$ cat config.mk
export PLATFORM = sky130hd
export DESIGN_NAME = div_iterative
export DESIGN_NICKNAME = d
export VERILOG_FILES = /design/src/rtl/div_iterative.sv
export SDC_FILE = /design/constraint.sdc
export NUM_CORES = 1
export LEC_CHECK = 0
export BUFFER_PORTS_ARGS = -buffer_cell sky130_fd_sc_hd__buf_2
export CORE_ASPECT_RATIO = 1.2
export CORE_MARGIN = 3
export CORE_UTILIZATION = 50
export CTS_CLUSTER_DIAMETER = 50
export CTS_CLUSTER_SIZE = 24
export DETAILED_ROUTE_END_ITERATION = 10
export GPL_TIMING_DRIVEN = 1
export PLACE_DENSITY = 0.81
export SLEW_MARGIN = 20
export SYNTH_ARGS = -nofsm -noshare
export SYNTH_HDL_FRONTEND = slang
export SYNTH_SLANG_ARGS = --single-unit
$ cat constraint.sdc
create_clock -name clk -period 4.79 [get_ports clk]
set_input_delay 0.2395 -clock clk [delete_from_list [all_inputs] [get_ports clk]]
set_output_delay 0.2395 -clock clk [all_outputs]
set_load 0.02 [all_outputs]
$ cat src/rtl/div_iterative.sv
// Sequential radix-2 restoring divider: one quotient bit per clock, start/busy/done handshake.
// Unsigned or two's-complement operands; signed results truncate toward zero.
module div_iterative #(
    parameter int    N_WIDTH = 8,
    parameter int    D_WIDTH = 8,
    parameter string SIGNED  = "FALSE"
) (
    input  logic               arst,
    input  logic               clk,
    input  logic               start,
    input  logic [N_WIDTH-1:0] n,
    input  logic [D_WIDTH-1:0] d,
    output logic               busy,
    output logic               done,
    output logic [N_WIDTH-1:0] q,
    output logic [D_WIDTH-1:0] r,
    output logic               div_by_zero
);

    localparam bit IS_SIGNED = (SIGNED == "TRUE");
    localparam int CNT_W     = $clog2(N_WIDTH + 1);

    localparam logic [1:0] S_IDLE = 2'd0;
    localparam logic [1:0] S_CALC = 2'd1;
    localparam logic [1:0] S_FIN  = 2'd2;

    // Magnitudes use one extra bit so the most-negative operand is representable.
    function automatic logic [N_WIDTH-1:0] mag_n(input logic [N_WIDTH-1:0] v);
        logic signed [N_WIDTH:0] ext;
        ext = {IS_SIGNED & v[N_WIDTH-1], v};
        if (ext[N_WIDTH])
            ext = -ext;
        return ext[N_WIDTH-1:0];
    endfunction

    function automatic logic [D_WIDTH-1:0] mag_d(input logic [D_WIDTH-1:0] v);
        logic signed [D_WIDTH:0] ext;
        ext = {IS_SIGNED & v[D_WIDTH-1], v};
        if (ext[D_WIDTH])
            ext = -ext;
        return ext[D_WIDTH-1:0];
    endfunction

    function automatic logic [N_WIDTH-1:0] sign_n(input logic [N_WIDTH-1:0] v, input logic neg);
        logic signed [N_WIDTH-1:0] s;
        s = v;
        return neg ? -s : s;
    endfunction

    function automatic logic [D_WIDTH-1:0] sign_d(input logic [D_WIDTH-1:0] v, input logic neg);
        logic signed [D_WIDTH-1:0] s;
        s = v;
        return neg ? -s : s;
    endfunction

    logic [1:0]         state;
    logic [CNT_W-1:0]   cnt;
    logic               neg_q;
    logic               neg_r;
    logic               dz;

    logic [D_WIDTH-1:0] rem;
    logic [N_WIDTH-1:0] nq;
    logic [D_WIDTH-1:0] dmag;
    logic [D_WIDTH-1:0] n_lo;

    logic [D_WIDTH:0]   partial;
    logic [D_WIDTH:0]   diff;
    logic               ge;
    logic [D_WIDTH-1:0] rem_next;

    assign busy = (state != S_IDLE);

    // Restoring step: bring in the next dividend bit, subtract the divisor if it fits.
    always_comb begin
        partial  = {rem, nq[N_WIDTH-1]};
        diff     = partial - {1'b0, dmag};
        ge       = (partial >= {1'b0, dmag});
        rem_next = ge ? diff[D_WIDTH-1:0] : partial[D_WIDTH-1:0];
    end

    // Datapath: nq shifts dividend bits out the top and quotient bits in at the bottom.
    always_ff @(posedge clk) begin
        if (state == S_IDLE && start) begin
            rem  <= '0;
            nq   <= mag_n(n);
            dmag <= mag_d(d);
            n_lo <= n[D_WIDTH-1:0];
        end else if (state == S_CALC) begin
            rem <= rem_next;
            nq  <= {nq[N_WIDTH-2:0], ge};
        end
    end

    always_ff @(posedge clk or posedge arst) begin
        if (arst) begin
            state       <= S_IDLE;
            cnt         <= '0;
            neg_q       <= 1'b0;
            neg_r       <= 1'b0;
            dz          <= 1'b0;
            done        <= 1'b0;
            q           <= '0;
            r           <= '0;
            div_by_zero <= 1'b0;
        end else begin
            done <= 1'b0;
            case (state)
                S_IDLE: begin
                    if (start) begin
                        state <= S_CALC;
                        cnt   <= CNT_W'(N_WIDTH);
                        neg_r <= IS_SIGNED & n[N_WIDTH-1];
                        neg_q <= IS_SIGNED & (n[N_WIDTH-1] ^ d[D_WIDTH-1]);
                        dz    <= (d == '0);
                    end
                end
                S_CALC: begin
                    cnt <= cnt - CNT_W'(1);
                    if (cnt == CNT_W'(1))
                        state <= S_FIN;
                end
                S_FIN: begin
                    state       <= S_IDLE;
                    done        <= 1'b1;
                    div_by_zero <= dz;
                    // Divide-by-zero results are forced rather than taken from the datapath.
                    if (dz) begin
                        q <= '1;
                        r <= n_lo;
                    end else begin
                        q <= sign_n(nq, neg_q);
                        r <= sign_d(rem, neg_r);
                    end
                end
                default: state <= S_IDLE;
            endcase
        end
    end

endmodule

==> Implementation_results.wiki <==
{| class="wikitable"
! Metric !! Value
|-
| Count of placed standard cells including taps || 340
|-
| Number of distinct library cells after synthesis || 43
|-
| Wire length of the first global-routing pass || 8450 microns
|-
| Worst-case clock skew || 0.00584 ns
|-
| Number of pins with negative max-slew slack in the final report || 0
|-
| Highest fanout seen on the critical path || 25
|-
| TritonCTS Buffers || 9
|-
| Hold Crit Endpoint || n_lo[2]
|-
| FF-to-FF Start || state[1]
|-
| Mean routed wirelength per cell || 14.7 microns
|-
| Highest Clock Rate || 0.425 GHz
|-
| Inserted Diodes || 0
|-
| Fraction of layout cells with a size suffix above 1 || 20.0%
|-
| Number of vias per cell || 5.41
|-
| Clock tree from TritonCTS || yes
|-
| Peak supply drop || 288 uV
|-
| Power density over cell area || 675 nW/um^2
|-
| Hold path start || n[2]
|-
| Largest net degree at the start of global routing || 35
|-
| Proportion of register bits with asynchronous set or reset after synthesis || 43.9%
|-
| Reg-to-reg critical path endpoint || cnt[3]
|-
| Final critical delay including setup and external delays || 2.36 ns
|-
| Gp weighted congestion || 0.813
|-
| Boundary Pins || 38
|-
| Cell depth of the worst hold path || 1
|-
| Yosys reg bits || 57
|-
| Path type of the worst setup path || register to register
|-
| Total negative slack for setup checks || 0 ns
|-
| Status || finished clean
|-
| Die Footprint || 6200 sq um
|-
| Number of post-CTS setup repair buffers || 0
|-
| Final Setup Violations || 0
|-
| Max-cap viol count || 0
|-
| Clock Tree Root || sky130_fd_sc_hd__clkbuf_8
|-
| Post-synthesis area per instance || 10.5 sq um
|-
| Rel. slew slack || 35.2%
|-
| Sequential Area || 1510 sq um
|-
| Leakage || 1.40 nW
|-
| Via count of the first global-routing pass || 1849
|-
| Flop2flop setup slack || 2.43 ns
|-
| Period Utilization, post-route || 49.2%
|-
| Post-synth net total || 282
|-
| Area used by multi-input combinational logic || 1020 sq um
|-
| PostCTS Resize Cnt || 0
|-
| # hold bufs at CTS || 0
|-
| Floorplan Core Area || 5010 sq um
|-
| Final non-filler cell total || 355
|-
| Hold Violations, Final || 0
|-
| Number of DRC markers after the initial detailed-route iteration || 100
|-
| Clock insertion delay at the later pin of the skew report || 0.34 ns
|-
| Die Span Y || 85.7 microns
|-
| Min Hold Slack || 0.0832 ns
|-
| Global-route usage over all layers || 18.3%
|-
| Pre-CTS WS || 2.49 ns
|-
| Post-layout nets || 321
|-
| Layout-stage area growth over the synthesis result || 15.7%
|-
| Critical path data arrival time || 2.54 ns
|-
| DP Wirelength || 3720 microns
|-
| Cell count after synthesis || 252
|-
| Vias after detailed routing || 1919
|-
| Most frequent cells in the layout || sky130_fd_sc_hd__nand2_1 (50), sky130_fd_sc_hd__buf_2 (37), sky130_fd_sc_hd__dfrtp_1 (25)
|-
| Antenna violations before repair || 0
|-
| H-Tree Level Count || 3
|-
| Routed Antenna Nets || 0
|-
| Leading cell type in the layout, fill and taps excluded || sky130_fd_sc_hd__nand2_1
|-
| Clock Tree Buf Depth || 2
|-
| Core Rows || 28
|-
| Starting density of the core || 52.8%
|-
| Die boundary width || 72.4 microns
|-
| Setup crit start kind || register
|-
| PortBufs || 37
|-
| Setup repair after global routing missed its margin || no
|-
| Dominant register cell in the synthesized netlist || sky130_fd_sc_hd__dfrtp_1
|-
| Sequential cell area fraction in the yosys report || 57.0%
|-
| Clock transition at the registers of the reported paths || 0.06 ns
|-
| Synth warn || 0
|-
| Worst-margin pin slew || 0.971 ns
|-
| Cell area after technology mapping || 2650 sq um
|-
| Number of enable flip-flop cells after synthesis || 24
|-
| Filler cell count in the final layout || 413
|-
| Wire length reported by the detailed router || 5210 microns
|-
| Critical path capture point type || register
|-
| Number of sinks on the clock net || 57
|-
| Remaining routing DRC violations || 0
|-
| GRT Residual Overflow || 0
|-
| Required @ worst endpoint || 4.97 ns
|-
| First drt pass iteration count || 6
|-
| Worst-case reg-to-reg path depth || 5
|-
| Final setup slack of the worst path || 2.43 ns
|-
| Worst min-delay path class || input port to register
|}
## per-layer routing
layer | vias up | track usage (%) | routed length (microns)
li1 | 960 | - | -
met5 | - | 0 | 0
met2 | 57 | 29.9 | 2600
met1 | 887 | 21.6 | 2180
met4 | 0 | 8.72 | 128
met3 | 15 | 5.86 | 306
## kinds of logic (layout without fill, tap and decap cells)
logic type,count (synthesis),in the layout,synth area share (%)
AND/OR/NAND/NOR,88,88,14.6
multiplexers,12,12,4.59
flip-flops,57,57,57.0
XOR/XNOR,4,4,1.32
buffers and inverters,28,71,4.40
adder cells (fa/ha/maj),11,11,5.49
AO/OA/AOI/OAI,52,52,12.7
## synth_stat cells, drive strengths merged, types with 2 or more instances
cell type  number  area share (%)
xnor2           2            0.66
o311ai          2            0.66
nand3b          2            0.57
dfxtp           8             6.1
dfrtp          25              24
nor2           16             2.3
and2b           2            0.57
a32oi           3            0.99
mux2i          11             4.2
nand2b          3            0.71
nor2b           4            0.95
nor4            2            0.47
clkbuf          5            0.71
edfxtp         24              27
ha             10             4.7
buf             5             1.1
a21oi          11             2.5
inv            17             2.4
nor3            3            0.57
xor2            2            0.66
a31oi           3            0.71
nand2          50             7.1
a211oi          2            0.76
o31ai           2            0.57
o21ai          23             4.4
nand3           5             1.1
## final cells by class
cell class | count | area share, %
flip-flops and latches | 57 | 49.2
multi-input cells | 167 | 33.4
repair buffers | 38 | 6.30
clock buffers | 12 | 5.07
well taps | 60 | 2.45
inverters | 18 | 2.21
clock inverters | 3 | 1.31
## registers in the layout (all words and copies together), names as in the netlist
signal       flops
cnt              4
div_by_zero      1
dmag             8
done             1
dz               1
n_lo             8
nq               8
q                8
r                8
rem              8
state            2
## through the flow
step | instance area, sq um | utilization (%) | power [mW]
finish | 3060 | 61.1 | 2.07
global route | 3060 | 61.1 | 2.20
CTS | 3060 | 61.1 | 2.08
detailed placement | 2860 | 57.2 | 1.63
global placement | 2860 | 57.2 | 1.58
floorplan | 2650 | - | 1.42
## worst max path at each step
stage | from | to | slack [ns]
floorplan | nq[7] | rem[6] | 3.04
finish | state[1] | cnt[3] | 2.43
global placement | state[1] | cnt[3] | 2.64
detailed placement | state[1] | cnt[3] | 2.49
global route | state[0] | cnt[3] | 2.18
CTS | state[1] | cnt[3] | 2.47
## critical path: stages (launching register included)
cell                       delay (ns)
sky130_fd_sc_hd__dfrtp_1         0.39
sky130_fd_sc_hd__nor2_1          0.07
sky130_fd_sc_hd__nand2_1         0.40
sky130_fd_sc_hd__clkinv_1        0.82
sky130_fd_sc_hd__a211oi_1        0.43
sky130_fd_sc_hd__a31oi_1         0.08
## where the power goes
group	internal (mW)	total, mW	leakage, nW	switching [mW]
Clock	0.264	0.446	0.102	0.183
Combinational	0.318	0.804	0.671	0.486
Sequential	0.696	0.815	0.623	0.119
(Power assumes the default switching activity.)
